`config.mk`:
```
export PLATFORM = sky130hd
export DESIGN_NAME = seq_divider
export DESIGN_NICKNAME = d
export VERILOG_FILES = /design/src/rtl/mdu_pkg.sv /design/src/rtl/div_step.sv /design/src/rtl/seq_divider.sv
export SDC_FILE = /design/constraint.sdc
export NUM_CORES = 1
export LEC_CHECK = 0
export CAP_MARGIN = 0
export CORE_MARGIN = 3
export CORE_UTILIZATION = 55
export CTS_CLUSTER_SIZE = 10
export DETAILED_ROUTE_END_ITERATION = 10
export MAX_ROUTING_LAYER = met4
export PLACE_DENSITY = 0.9
export SLEW_MARGIN = 20
export SYNTH_ARGS = -nofsm -noshare
export SYNTH_HDL_FRONTEND = slang
export SYNTH_SLANG_ARGS = --single-unit
```
`constraint.sdc`:
```
create_clock -name clk -period 3.5 [get_ports clk]
set_clock_uncertainty 0.15 [all_clocks]
set_input_delay 0.525 -clock clk [delete_from_list [all_inputs] [get_ports clk]]
set_output_delay 0.525 -clock clk [all_outputs]
set_load 0.05 [all_outputs]
```
`src/rtl/mdu_pkg.sv`:
```
// rtl/mdu_pkg.sv - shared multiply/divide unit types and constants
package mdu_pkg;

  typedef enum logic [1:0] {
    IDLE = 2'd0,
    RUN  = 2'd1,
    FIX  = 2'd2,
    DONE = 2'd3
  } div_state_t;

  localparam int MDU_WIDTH = 32;
  localparam int DIV_ITERS = MDU_WIDTH;
  localparam logic [MDU_WIDTH-1:0] DIV0_QUOT = '1;

endpackage

```
`src/rtl/div_step.sv`:
```
// rtl/div_step.sv - one combinational radix-2 restoring division iteration
module div_step #(
  parameter int WIDTH = 32
) (
  input  logic [WIDTH-1:0] rem_i,
  input  logic [WIDTH-1:0] quo_i,
  input  logic [WIDTH-1:0] div_i,
  output logic [WIDTH-1:0] rem_o,
  output logic [WIDTH-1:0] quo_o
);

  logic [WIDTH:0]   rem_sh;
  logic [WIDTH+1:0] trial;

  assign rem_sh = {rem_i, quo_i[WIDTH-1]};
  // Two extra bits: the shifted remainder can exceed WIDTH bits before subtraction.
  assign trial  = {1'b0, rem_sh} - {2'b00, div_i};

  always_comb begin
    rem_o = rem_sh[WIDTH-1:0];
    quo_o = {quo_i[WIDTH-2:0], 1'b0};
    if (trial[WIDTH+1:WIDTH] == 2'b00) begin
      rem_o    = trial[WIDTH-1:0];
      quo_o[0] = 1'b1;
    end
  end

endmodule

```
`src/rtl/seq_divider.sv`:
```
// rtl/seq_divider.sv - multi-cycle signed/unsigned restoring divider, quotient on Lo, remainder on Hi
module seq_divider
  import mdu_pkg::*;
#(
  parameter int WIDTH = MDU_WIDTH
) (
  input  logic             clk,
  input  logic             reset_n,
  input  logic             validIn,
  input  logic             sign,
  input  logic [WIDTH-1:0] SrcA,
  input  logic [WIDTH-1:0] SrcB,
  output logic             validOut,
  output logic [WIDTH-1:0] Hi,
  output logic [WIDTH-1:0] Lo,
  output logic             busy
);

  localparam int CNT_W = $clog2(WIDTH) + 1;

  div_state_t       state_q, state_d;
  logic [CNT_W-1:0] cnt_q, cnt_d;
  logic [WIDTH-1:0] rem_q, rem_d;
  logic [WIDTH-1:0] quo_q, quo_d;
  logic [WIDTH-1:0] dvsr_q, dvsr_d;
  logic             qneg_q, qneg_d;
  logic             rneg_q, rneg_d;
  logic             div0_q, div0_d;
  logic [WIDTH-1:0] hi_q, hi_d;
  logic [WIDTH-1:0] lo_q, lo_d;
  logic [WIDTH-1:0] step_rem, step_quo;

  function automatic logic [WIDTH-1:0] mag(input logic s, input logic [WIDTH-1:0] x);
    return (s && x[WIDTH-1]) ? -x : x;
  endfunction

  div_step #(.WIDTH(WIDTH)) u_step (
    .rem_i (rem_q),
    .quo_i (quo_q),
    .div_i (dvsr_q),
    .rem_o (step_rem),
    .quo_o (step_quo)
  );

  always_comb begin
    state_d = state_q;
    cnt_d   = cnt_q;
    rem_d   = rem_q;
    quo_d   = quo_q;
    dvsr_d  = dvsr_q;
    qneg_d  = qneg_q;
    rneg_d  = rneg_q;
    div0_d  = div0_q;
    hi_d    = hi_q;
    lo_d    = lo_q;
    case (state_q)
      IDLE: begin
        if (validIn) begin
          cnt_d  = '0;
          qneg_d = sign & (SrcA[WIDTH-1] ^ SrcB[WIDTH-1]);
          rneg_d = sign & SrcA[WIDTH-1];
          if (SrcB == '0) begin
            // Divide-by-zero reuses FIX to load the fixed result one edge later.
            div0_d  = 1'b1;
            rem_d   = SrcA;
            state_d = FIX;
          end else begin
            div0_d  = 1'b0;
            rem_d   = '0;
            quo_d   = mag(sign, SrcA);
            dvsr_d  = mag(sign, SrcB);
            state_d = RUN;
          end
        end
      end
      RUN: begin
        rem_d = step_rem;
        quo_d = step_quo;
        cnt_d = cnt_q + 1'b1;
        if (cnt_q == CNT_W'(WIDTH - 1)) state_d = FIX;
      end
      FIX: begin
        if (div0_q) begin
          lo_d = WIDTH'(DIV0_QUOT);
          hi_d = rem_q;
        end else begin
          lo_d = qneg_q ? -quo_q : quo_q;
          hi_d = rneg_q ? -rem_q : rem_q;
        end
        state_d = DONE;
      end
      DONE: state_d = IDLE;
      default: state_d = IDLE;
    endcase
  end

  always_ff @(posedge clk or negedge reset_n) begin
    if (!reset_n) begin
      state_q <= IDLE;
      cnt_q   <= '0;
      rem_q   <= '0;
      quo_q   <= '0;
      dvsr_q  <= '0;
      qneg_q  <= 1'b0;
      rneg_q  <= 1'b0;
      div0_q  <= 1'b0;
      hi_q    <= '0;
      lo_q    <= '0;
    end else begin
      state_q <= state_d;
      cnt_q   <= cnt_d;
      rem_q   <= rem_d;
      quo_q   <= quo_d;
      dvsr_q  <= dvsr_d;
      qneg_q  <= qneg_d;
      rneg_q  <= rneg_d;
      div0_q  <= div0_d;
      hi_q    <= hi_d;
      lo_q    <= lo_d;
    end
  end

  assign validOut = (state_q == DONE);
  assign busy     = (state_q != IDLE);
  assign Hi       = hi_q;
  assign Lo       = lo_q;

endmodule

```
**Yosys cells after proc, flatten, opt, wreduce, memory -nomap -nowiden**

Index checks and enable logic that the tools add are counted.

- Output and inout bits: 66
- Word-level logic and storage cells: 60
- Flip-flop bits (word level): 171

- Mux-type cells: 21
- Eq/ne operators: 7
- Add/sub/neg operators: 6
- Bitwise gates (word level): 4
- Reductions and logical operators: 12

Operators by type and width:

| operator | count |
|---|---|
| $mux 32 | 11 |
| $neg 32->32 | 4 |
| $pmux 32 s2 | 2 |
| $sub 33x32->34 | 1 |
| $logic_not 32->1 | 1 |
| $pmux 6 s2 | 1 |
| $pmux 2 s4 | 1 |
| $add 6x1->6 const B | 1 |
| $eq 6x5->1 const B | 1 |
| $mux 2 | 3 |
| $mux 6 | 1 |
| $ne 2x2->1 const B | 3 |
| $reduce_and 2->1 | 3 |
| $reduce_and 3->1 | 2 |
| $eq 2x2->1 const B | 2 |
| $logic_not 2->1 | 2 |
| $reduce_bool 2->1 | 2 |
| $and 1x1->1 | 2 |
| $eq 2x1->1 const B | 1 |
| $logic_and 1x1->1 | 2 |
| $mux 1 | 2 |
| $not 1->1 | 1 |
| $xor 1x1->1 | 1 |

**Logic depth before layout (Yosys ltp)**

Gate-level depths: netlist (run 1).

- Word-level depth: 5
- Gate-level depth with buffers: 16

**Hierarchy**

A second synthesis (run 1) with hierarchy kept.

- Cells, all modules: 1482
- Area, all modules: 12510.7 µm²

By module, submodules not included:

| module | area an instance (µm²) | instances | sequential area each (µm²) | cells each |
|---|---|---|---|---|
| seq_divider | 9720.6 | 1 | 4279.1 | 1104 |
| div_step | 2790.2 | 1 | 0.0 | 378 |

**Worst setup path before layout (run 1)**

No wires, ideal clock.

- Path kind: reg2reg
- From: register quo_q[31]
- To: register rem_q[12]
- Buffers on the path: 2
- Data required time: 3.213 ns
- Arrival: 2.784 ns
- Stages on the path, launching flop included: 16
- Path slack: 0.429 ns
- Period minus slack after synthesis: 3.071 ns
- Cell sequence: dfrtp_1 > inv_1 > ha_1 > inv_1 > fa_1 > a211oi_1 > o211ai_1 > nand3b_1 > a211oi_1 > o31ai_4 > buf_4 > buf_6 > mux2i_1 > nor2_1 > a221oi_1 > a21oi_1

- Longest elaborated chain between the ends: 4

RTL lines:

| item | line | source |
|---|---|---|
| start: declaration | seq_divider.sv:24 | `logic [WIDTH-1:0] quo_q, quo_d;` |
| start signal: assignment | seq_divider.sv:113 | `quo_q <= quo_d;` |
| $sub 33x32->34 * | div_step.sv:17 | `assign trial = {1'b0, rem_sh} - {2'b00, div_i};` |
| $logic_not 2->1 | div_step.sv:22 | `if (trial[WIDTH+1:WIDTH] == 2'b00) begin` |
| $mux 32 * | div_step.sv:22 |  |
| $pmux 32 s2 * | seq_divider.sv:56 | `case (state_q)` |
| end signal: assignment | seq_divider.sv:112 | `rem_q <= rem_d;` |
| end: declaration | seq_divider.sv:23 | `logic [WIDTH-1:0] rem_q, rem_d;` |

Mark *: on every way between the ends. The rest lies on a longest branch, timed or not.
A chain may end at the register's enable or synchronous reset.

**Worst setup path after layout (run 1)**

- From: register quo_q[31]
- To: register rem_q[21]

Same word-level chain as after synthesis.

==> results.txt, run 1 <==
----------------------------------------------------
[Worst setup path]
  Worst path buffer plus inverter count ... 4
  CP max-delay cell ... sky130_fd_sc_hd__dfrtp_1
  Largest fanout on the critical path ... 9
  Category of the worst setup path capture point ... flop
  FF-to-FF setup slack ... around 0.13 ns
  Delay of the slowest critical-path stage ... 0.41 ns
  Sort of element at the start of the critical path ... flop
  Kind of cell with the highest combined delay on the critical path ... compound AO/OA/AOI/OAI gates
  Endpoint required time on the critical path ... about 3.7 ns
  Critical path cell sequence ... inv_2 -> ha_1 -> inv_1 -> fa_2 -> a211oi_2 -> o211ai_1 -> nand3b_1 -> a211oi_2 -> buf_4 -> o31ai_4 -> buf_4 -> xnor2_2 -> a21o_2 -> a221oi_1 -> a21oi_1
  Crit path arrival time ... 3.53 ns
  Category of the most critical setup path ... reg2reg

[Run]
  Max-cap violation count ... 0

[Logic synthesis]
  Cell accounting for the most synthesized area ... sky130_fd_sc_hd__dfrtp_1
  Dominant cell by count in the synthesized netlist ... sky130_fd_sc_hd__a21oi_1
  Post-synthesis average cell area ... 8.03 sq um
  Mapped Nets ... 1655
  Top area cells in the synthesized netlist ... sky130_fd_sc_hd__dfrtp_1 (34%), sky130_fd_sc_hd__a21oi_1 (8.1%), sky130_fd_sc_hd__xnor2_1 (5.2%)
  Most used standard cells in the synthesized netlist ... sky130_fd_sc_hd__a21oi_1 (200), sky130_fd_sc_hd__dfrtp_1 (171), sky130_fd_sc_hd__nand2_1 (164), sky130_fd_sc_hd__nor2_1 (164), sky130_fd_sc_hd__o21ai_0 (123)
  Synth top area share ... 34.5%
  Register bit count reported by yosys ... around 170
  Part of the Yosys area used for sequential elements ... 34.5%
  Yosys Warn Count ... 0
  Async S/R FF share, synth ... 100%
  Synth Flop Type ... sky130_fd_sc_hd__dfrtp_1
  Number of synthesized flops with an enable pin ... 0
  Cell count after synthesis ... between 1.5k and 2k
  Netlist cell types ... 78
  Synth Cell Area ... 12400 sq um

[Clock network]
  Clk sinks ... 171
  Root buffer cell ... sky130_fd_sc_hd__clkbuf_16
  CTS buffer count ... 17
  Insertion delay to the later sink of the worst-skew pair ... between 0.4 and 0.5 ns
  CTS tree ... done
  Clk slew on worst S/H paths ... 0.07 ns
  Maximum count of clock buffers along a single path ... 2
  H-Tree Depth ... 4

[Timing]
  Share of the clock period used by the worst path ... 96.2%
  Transition at the pin with the smallest max-transition slack ... 0.983 ns
  Max-slew headroom at the worst pin ... 34.4%
  Slew Viols, Final ... 0
  Highest clock rate ... 0.297 GHz
  # setup viols final ... 0
  Minimum period implied by the final worst setup slack ... roughly 3.4 ns
  Final Hold Viols ... 0

[Floorplan]
  Core ar. ... 22000 sq um
  Die Wd ... about 160 um
  Die height ... 156 um
  Floorplan die area ... between 20000 and 25000 sq um
  Initial standard-cell utilization of the core ... 56.3%
  Top Ports ... 134
  Std cell rows ... between 50 and 60

[Hold path]
  Tightest Hold Check Type ... reg2reg

[Layout]
  FF/Latch Area ... 4280 sq um
  Proportion of layout cells with a drive suffix above 1 ... 10.1%
  Area delta synth->final ... 22.2%
  Total area of multi-input combinational cells ... approximately 7600 sq um
  Final design area excluding fillers ... 15200 sq um
  Layout filler cell count ... 1705
  Final layout net count ... between 1.5k and 2k
  Diodes inserted ... 0

[Drt]
  Drt total wl ... 37100 um
  Vias after detailed routing ... 12.2k
  Number of search-and-repair iterations in the first detailed-routing pass ... 5
  Number of routed nets with antenna violations ... 0
  Routed length on met3 ... 3500 um
  Highest metal layer with signal wires ... met4
  Iter 0 DRT Violations ... 1077
  Final routed DRC violation total ... 0
  DR vias/cell ... 6.18
  Met2 Wirelength ... between 15000 and 20000 um
  Wl on met1 ... 14800 um
  Routed length per placed instance ... 18.7 um

[Global routing]
  Global-route wire length before repair ... approximately 60000 um
  Remaining global-route overflow ... 0
  Global routing usage summed across all routing layers ... 30.7%
  Maximum number of pins on one net before global-route repair ... 65
  Antenna violations before repair ... 0
  Number of global-route vias before repair ... 11.7k

[Placed design]
  Post-placement cell area ... 14400 sq um
  Quantity of I/O buffers inserted on ports ... 133
  Routability congestion estimate from global placement ... around 0.96
  Half-perimeter wire length of the detailed placement result ... 27200 um

[Status]
  Status ... completed

----------------------------------------------------
-- metrics by stage --
stage,TNS (ns),utilization [%],cells,setup WS (ns),hold WS [ns]
finish,0,68.9,1982,0.132,0.354
CTS,0,68.3,1975,0.00540,0.358
floorplan,0,-,1545,0.429,0.0794
global route,-0.386,68.9,1982,-0.106,0.375
global placement,-0.0515,65.2,1937,-0.0402,0.331
detailed placement,-0.424,65.2,1937,-0.116,0.341
-- placed cells by master, fill, tap and decap left out, types with 62 or more instances in the layout --
cell type,count
sky130_fd_sc_hd__xnor2_1,74
sky130_fd_sc_hd__inv_1,62
sky130_fd_sc_hd__dfrtp_1,171
sky130_fd_sc_hd__nor2_1,164
sky130_fd_sc_hd__xor2_1,71
sky130_fd_sc_hd__o21ai_0,121
sky130_fd_sc_hd__nand2_1,164
sky130_fd_sc_hd__clkdlybuf4s50_1,132
sky130_fd_sc_hd__buf_4,81
sky130_fd_sc_hd__a21oi_1,199
-- final cells by class --
type	count	area share (%)
repair buffers	224	14.1
multi-input cells	1211	49.8
clock buffers	17	2.81
well taps	280	2.31
flip-flops and latches	171	28.2
inverters	64	1.58
clock inverters	15	1.16
-- registers in the layout, summed over array words and instances, names as in the netlist --
register	count
Hi	32
Lo	32
dvsr_q	32
quo_q	32
rem_q	32
cnt_q	6
state_q	2
div0_q	1
qneg_q	1
rneg_q	1
-- worst paths after layout --
path                                  startpoint                    end  cells after the start
setup reg to reg           quo_q[31]$_DFFE_PN0P_  rem_q[21]$_DFFE_PN0P_                     15
hold / removal                 Lo[7]$_DFFE_PN0P_      Lo[7]$_DFFE_PN0P_                      1
min in group asynchronous                reset_n      Lo[9]$_DFFE_PN0P_                      2
hold reg to reg                Lo[7]$_DFFE_PN0P_      Lo[7]$_DFFE_PN0P_                      1
max in group asynchronous                reset_n  quo_q[30]$_DFFE_PN0P_                      3
setup / recovery           quo_q[31]$_DFFE_PN0P_  rem_q[21]$_DFFE_PN0P_                     15
-- cells by family (layout without fill, tap and decap cells) --
logic type	count (synthesis)	in the layout	synth area share [%]
flip-flops	171	171	34.5
buffers and inverters	163	320	5.37
AO/OA/AOI/OAI	491	491	24.1
AND/OR/NAND/NOR	508	508	19.4
multiplexers	24	24	1.98
XOR/XNOR	146	146	10.4
adder cells (fa/ha/maj)	42	42	4.30
-- per-layer routing --
| layer | GRT usage [%] | vias to the layer above |
|---|---|---|
| met5 | - | - |
| met4 | 12.2 | 0 |
| met3 | 5.60 | 108 |
| met2 | 49.5 | 658 |
| met1 | 38.4 | 5720 |
| li1 | - | 5758 |
-- what timing repair did --
| action | 4_1_cts | 5_1_grt |
|---|---|---|
| buffers inserted | 4 | 6 |
| hold endpoints to repair | 45 | 0 |
| pin swaps | 2 | 5 |
| gates cloned | 1 | 1 |
| hold buffers | 1 | 0 |
| gates resized for setup | 3 | 11 |
| endpoints found under the setup margin | 11 | 33 |
Power of run 1 is not shown: default switching activity piles up to over one toggle a cycle in this logic, so the estimate is an artifact.
==> run 2, diff against run 1 <==
TNS_END_PERCENT = 20   (was unset)
==> results.txt, run 2 (synthesis gave the netlist of run 1 again) <==
----------------------------------------------------
[Placed design]
  Worst slack at placement ... -0.116 ns
  Post-placement cell area ... 14400 sq um
  Routability congestion estimate from global placement ... 0.962
  Half-perimeter wire length of the detailed placement result ... 27200 um
  Quantity of I/O buffers inserted on ports ... about 130

[Worst setup path]
  CP startpoint ... quo_q[31]$_DFFE_PN0P_
  Crit path arrival time ... between 3 and 4 ns
  Delay of the slowest critical-path stage ... around 0.41 ns
  Kind of cell with the highest combined delay on the critical path ... compound AO/OA/AOI/OAI gates
  CP max-delay cell ... sky130_fd_sc_hd__dfrtp_1
  Worst reg2reg startpoint ... quo_q[31]$_DFFE_PN0P_
  Path depth of the worst reg2reg path ... 17
  Largest fanout on the critical path ... 7
  Sort of element at the start of the critical path ... flop
  Critical path cell sequence ... inv_2 -> ha_4 -> inv_1 -> fa_2 -> a211oi_2 -> o211ai_1 -> nand3b_1 -> a211oi_2 -> buf_4 -> o31ai_4 -> buf_6 -> buf_4 -> buf_8 -> nor2_2 -> a221oi_2 -> o211ai_1 -> o21a_1
  Category of the worst setup path capture point ... flop
  Category of the most critical setup path ... reg2reg
  Total stage count of the critical path ... 17
  Endpoint required time on the critical path ... around 3.7 ns
  Critical register-to-register path endpoint ... rem_q[2]$_DFFE_PN0P_
  FF-to-FF setup slack ... 0.007 ns
  Worst path buffer plus inverter count ... 6
  Critical Path Sink ... rem_q[2]$_DFFE_PN0P_

[Drt]
  Vias after detailed routing ... 12.5k
  Routed length per placed instance ... 19.0 um
  DR vias/cell ... 6.26
  Drt total wl ... 37800 um
  Number of search-and-repair iterations in the first detailed-routing pass ... 8
  Final routed DRC violation total ... 0
  Number of routed nets with antenna violations ... 0
  Iter 0 DRT Violations ... approximately 1.2k

[Layout]
  Diodes inserted ... 0
  Layout filler cell count ... around 1.7k
  Final design area excluding fillers ... 15300 sq um
  Area delta synth->final ... 23.5%
  FF/Latch Area ... 4280 sq um
  Total area of multi-input combinational cells ... 7610 sq um
  Proportion of layout cells with a drive suffix above 1 ... a little over a tenth
  Final layout net count ... 1806
  Leading cell type in the layout, fill and taps excluded ... sky130_fd_sc_hd__a21oi_1
  Commonest cells after routing, fill and taps aside ... sky130_fd_sc_hd__a21oi_1 (199), sky130_fd_sc_hd__dfrtp_1 (171), sky130_fd_sc_hd__nand2_1 (164)

[Clock network]
  H-Tree Depth ... 4
  CTS buffer count ... 17
  CTS tree ... done
  Insertion delay to the later sink of the worst-skew pair ... 0.45 ns
  Clk slew on worst S/H paths ... roughly 0.08 ns
  Root buffer cell ... sky130_fd_sc_hd__clkbuf_16
  Maximum count of clock buffers along a single path ... 2
  Clk sinks ... 171

[Global routing]
  Remaining global-route overflow ... 0
  Antenna violations before repair ... 0
  Maximum number of pins on one net before global-route repair ... 65
  Global routing usage summed across all routing layers ... 30.5%
  Number of global-route vias before repair ... between 10k and 15k
  M3 GR Usage ... ~5.5%
  Met2 Usage GRT ... ~50%
  Global route hottest layer ... met2
  Met1 Resource Use GR ... between 30% and 40%
  Global-route wire length before repair ... 58600 um

[Timing]
  Final-layout setup total negative slack ... 0 ns
  Final Hold Viols ... 0
  Final setup slack of the worst path ... 0.00743 ns
  Unrepaired setup endpoints after global routing ... yes
  Minimum period implied by the final worst setup slack ... ~3.5 ns
  Share of the clock period used by the worst path ... 99.8%
  Slew Viols, Final ... 0
  Final hold slack ... 0.354 ns
  Max-slew headroom at the worst pin ... between 30% and 40%
  # setup viols final ... 0
  Highest clock rate ... 0.286 GHz
  Transition at the pin with the smallest max-transition slack ... 0.995 ns

[Floorplan]
  Initial standard-cell utilization of the core ... 56.3%
  Die height ... about 160 um
  Std cell rows ... 54
  Top Ports ... 134
  Floorplan die area ... 24400 sq um
  Die Wd ... about 160 um
  Core ar. ... 22000 sq um

[Status]
  Status ... completed

[Hold path]
  Tightest Hold Check Type ... reg2reg
  Depth of the worst hold-timing path ... 1

[Run]
  Max-cap violation count ... 0

----------------------------------------------------
[run 2: cell count changes in the layout (fill, tap and decap cells not counted), moves of 2 or more]
cell                        change
sky130_fd_sc_hd__a221oi_2       +2
sky130_fd_sc_hd__buf_6          +6
sky130_fd_sc_hd__ha_1           -2
sky130_fd_sc_hd__clkbuf_16      +2
sky130_fd_sc_hd__ha_4           +2
sky130_fd_sc_hd__buf_4          -2
sky130_fd_sc_hd__a221oi_1       -2
[run 2: worst min-delay path by stage]
stage	start	endpoint	slack, ns
after floorplan	reset_n	Hi[0]$_DFFE_PN0P_	0.08
after global placement	Lo[9]$_DFFE_PN0P_	Lo[9]$_DFFE_PN0P_	0.33
after detailed placement	reset_n	Lo[9]$_DFFE_PN0P_	0.34
after CTS	Lo[7]$_DFFE_PN0P_	Lo[7]$_DFFE_PN0P_	0.36
after global routing	Lo[14]$_DFFE_PN0P_	Lo[14]$_DFFE_PN0P_	0.38
final	Lo[7]$_DFFE_PN0P_	Lo[7]$_DFFE_PN0P_	0.35
[run 2: timing repair]
item,in CTS,in global routing
hold buffers,1,0
setup endpoints to repair,11,22
pin swaps,1,12
resized for setup,2,28
setup buffers,3,12
gates cloned,0,4
endpoints found under the hold margin,45,0
[run 2: per-stage QoR]
stage / utilization [%] / instances
final: 69.6 / 1989
after global routing: 69.6 / 1989
after CTS: 68.1 / 1973
after detailed placement: 65.2 / 1937
after global placement: 65.2 / 1937
after floorplan: - / 1545
[run 2: worst reg2reg max path, cell delays in order (launching register included)]
cell and delay [ns]:
sky130_fd_sc_hd__dfrtp_1 0.41, sky130_fd_sc_hd__inv_2 0.11, sky130_fd_sc_hd__ha_4 0.14, sky130_fd_sc_hd__inv_1 0.05, sky130_fd_sc_hd__fa_2 0.35, sky130_fd_sc_hd__a211oi_2 0.26, sky130_fd_sc_hd__o211ai_1 0.15, sky130_fd_sc_hd__nand3b_1 0.18
sky130_fd_sc_hd__a211oi_2 0.09, sky130_fd_sc_hd__buf_4 0.15, sky130_fd_sc_hd__o31ai_4 0.31, sky130_fd_sc_hd__buf_6 0.17, sky130_fd_sc_hd__buf_4 0.12, sky130_fd_sc_hd__buf_8 0.12, sky130_fd_sc_hd__nor2_2 0.06, sky130_fd_sc_hd__a221oi_2 0.29
sky130_fd_sc_hd__o211ai_1 0.16, sky130_fd_sc_hd__o21a_1 0.14
[run 2: final cells by class]
| cell class | count | area share (%) |
|---|---|---|
| multi-input combinational | 1211 | 49.7 |
| sequential | 171 | 27.9 |
| inverter | 64 | 1.57 |
| tap | 280 | 2.29 |
| clock buffer | 17 | 2.78 |
| timing repair buffer | 231 | 14.6 |
| clock inverter | 15 | 1.14 |
[run 2: per-layer routing]
layer	vias to the layer above	routed length, um
met1	5841	14900
met2	711	17800
met3	131	3660
li1	5777	-
met5	-	0
met4	0	1450
Power of run 2 is left out for the same reason.
==> run 3, diff against run 2 <==
==> constraint.sdc (replaced) <==
create_clock -name clk -period 3.5 [get_ports clk]
set_clock_uncertainty 0.15 [all_clocks]
set_input_delay 0.35 -clock clk [delete_from_list [all_inputs] [get_ports clk]]
set_output_delay 0.35 -clock clk [all_outputs]
set_load 0.05 [all_outputs]
==> results.txt, run 3 (synthesis gave the netlist of run 1 again) <==
----------------------------------------------------
[Status]
  Status ... completed

[Placed design]
  Quantity of I/O buffers inserted on ports ... between 100 and 150
  Inst Count DP ... 1945
  Routability congestion estimate from global placement ... 0.967
  Half-perimeter wire length of the detailed placement result ... 27500 um

[Timing]
  Final Hold Viols ... 0
  Highest clock rate ... 0.297 GHz
  Max-slew headroom at the worst pin ... 34.5%
  # setup viols final ... 0
  Transition at the pin with the smallest max-transition slack ... a little under 1 ns
  Slew Viols, Final ... 0
  Minimum period implied by the final worst setup slack ... 3.37 ns
  Share of the clock period used by the worst path ... 96.3%

[Layout]
  Proportion of layout cells with a drive suffix above 1 ... 10.4%
  Leading cell type in the layout, fill and taps excluded ... sky130_fd_sc_hd__a21oi_1
  Layout filler cell count ... approximately 1.7k
  Final layout net count ... 1808
  Cell Count, Final, Fillers Out ... between 1.5k and 2k
  Area delta synth->final ... 22.4%
  Diodes inserted ... 0
  Commonest cells after routing, fill and taps aside ... sky130_fd_sc_hd__a21oi_1 (199), sky130_fd_sc_hd__dfrtp_1 (171), sky130_fd_sc_hd__nand2_1 (164), sky130_fd_sc_hd__nor2_1 (164), sky130_fd_sc_hd__clkdlybuf4s50_1 (132)

[Drt]
  Vias after detailed routing ... 12.4k
  Routed length per placed instance ... 18.7 um
  Number of search-and-repair iterations in the first detailed-routing pass ... 8
  Number of routed nets with antenna violations ... 0
  Final routed DRC violation total ... 0
  Drt total wl ... 37200 um
  DR vias/cell ... 6.24
  Iter 0 DRT Violations ... 1168

[Worst setup path]
  FF-to-FF setup slack ... approximately 0.13 ns
  Category of the most critical setup path ... reg2reg
  Category of the worst setup path capture point ... flop
  Delay of the slowest critical-path stage ... 0.39 ns
  Critical path cell sequence ... inv_2 -> ha_2 -> inv_1 -> fa_2 -> a211oi_2 -> o211ai_1 -> nand3b_1 -> a211oi_4 -> o31ai_4 -> buf_12 -> xnor2_2 -> a21o_2 -> nor4_1 -> nor3_1
  Sort of element at the start of the critical path ... flop
  Worst path buffer plus inverter count ... 3
  CP max-delay cell ... sky130_fd_sc_hd__dfrtp_1
  Endpoint required time on the critical path ... 3.66 ns
  Kind of cell with the highest combined delay on the critical path ... compound AO/OA/AOI/OAI gates
  Path depth of the worst reg2reg path ... 14
  Worst reg2reg startpoint ... quo_q[31]$_DFFE_PN0P_
  Largest fanout on the critical path ... 9
  Critical register-to-register path endpoint ... rem_q[31]$_DFFE_PN0P_
  Crit path arrival time ... 3.53 ns

[Floorplan]
  Die height ... 156 um
  Core ar. ... roughly 22000 sq um
  Std cell rows ... 54
  Die Wd ... between 150 and 200 um
  Top Ports ... 134
  Floorplan die area ... 24400 sq um
  Initial standard-cell utilization of the core ... 56.3%

[Clock network]
  Insertion delay to the later sink of the worst-skew pair ... ~0.44 ns
  Clk sinks ... 171
  CTS buffer count ... 17
  Root buffer cell ... sky130_fd_sc_hd__clkbuf_16
  CTS tree ... done
  Maximum count of clock buffers along a single path ... 2
  Clk slew on worst S/H paths ... 0.07 ns
  H-Tree Depth ... 4

[Global routing]
  Global-route wire length before repair ... 58100 um
  Antenna violations before repair ... 0
  Global routing usage summed across all routing layers ... just over 30%
  Remaining global-route overflow ... 0
  Maximum number of pins on one net before global-route repair ... 64
  Number of global-route vias before repair ... between 10k and 15k

[Run]
  Max-cap violation count ... 0

[Hold path]
  Tightest Hold Check Type ... in2async

----------------------------------------------------
## run 3: changes by cell type in the layout (fill, tap and decap cells not counted), sizes merged
cell,previous run,this run
buf,95,97
clkbuf,20,23
clkinvlp,4,2
bufinv,1,2
inv,71,68
## run 3: layout make-up
| class | instances | area [sq um] | area share, % |
|---|---|---|---|
| tap | 280 | 350 | 2.31 |
| sequential | 171 | 4280 | 28.2 |
| clock buffer | 20 | 457 | 3.01 |
| timing repair buffer | 233 | 2190 | 14.4 |
| inverter | 64 | 240 | 1.58 |
| multi-input combinational | 1211 | 7530 | 49.6 |
| clock inverter | 11 | 135 | 0.890 |
## run 3: routing by layer
| metal | share of wire [%] | track usage (%) | vias to the layer above |
|---|---|---|---|
| met5 | 0 | - | - |
| met1 | 40 | 40.2 | 5869 |
| met4 | 3.3 | 9.67 | 0 |
| met3 | 9.4 | 4.08 | 109 |
| met2 | 47 | 48.8 | 667 |
| li1 | - | - | 5782 |
## run 3: timing repair
item | 4_1_cts | 5_1_grt
resized for setup | 0 | 11
buffers inserted | 0 | 10
hold endpoints to repair | 59 | 0
setup endpoints to repair | 0 | 29
hold buffers | 1 | 0
## run 3: worst max path at each step
stage                     depth (start not counted)               endpoint  slack [ns]                   from
after detailed placement                         14  rem_q[10]$_DFFE_PN0P_        0.04  quo_q[31]$_DFFE_PN0P_
after CTS                                        14  rem_q[12]$_DFFE_PN0P_        0.02  quo_q[31]$_DFFE_PN0P_
final                                            14  rem_q[31]$_DFFE_PN0P_        0.13  quo_q[31]$_DFFE_PN0P_
after floorplan                                  15  rem_q[12]$_DFFE_PN0P_        0.43  quo_q[31]$_DFFE_PN0P_
after global routing                             15  rem_q[12]$_DFFE_PN0P_       -0.06  quo_q[31]$_DFFE_PN0P_
after global placement                           14  rem_q[10]$_DFFE_PN0P_        0.20  quo_q[31]$_DFFE_PN0P_
## run 3: per-stage QoR
stage | hold WS, ns | worst slack [ns] | TNS, ns | util (%) | area [sq um]
CTS | 0.327 | 0.0150 | 0 | 67.9 | 15000
floorplan | -0.0956 | 0.429 | 0 | - | 12400
global route | 0.361 | -0.0573 | -0.343 | 68.9 | 15200
finish | 0.312 | 0.128 | 0 | 68.9 | 15200
detailed placement | 0.212 | 0.0381 | 0 | 65.2 | 14400
global placement | 0.206 | 0.199 | 0 | 65.2 | 14400
Power of run 3 is left out for the same reason.
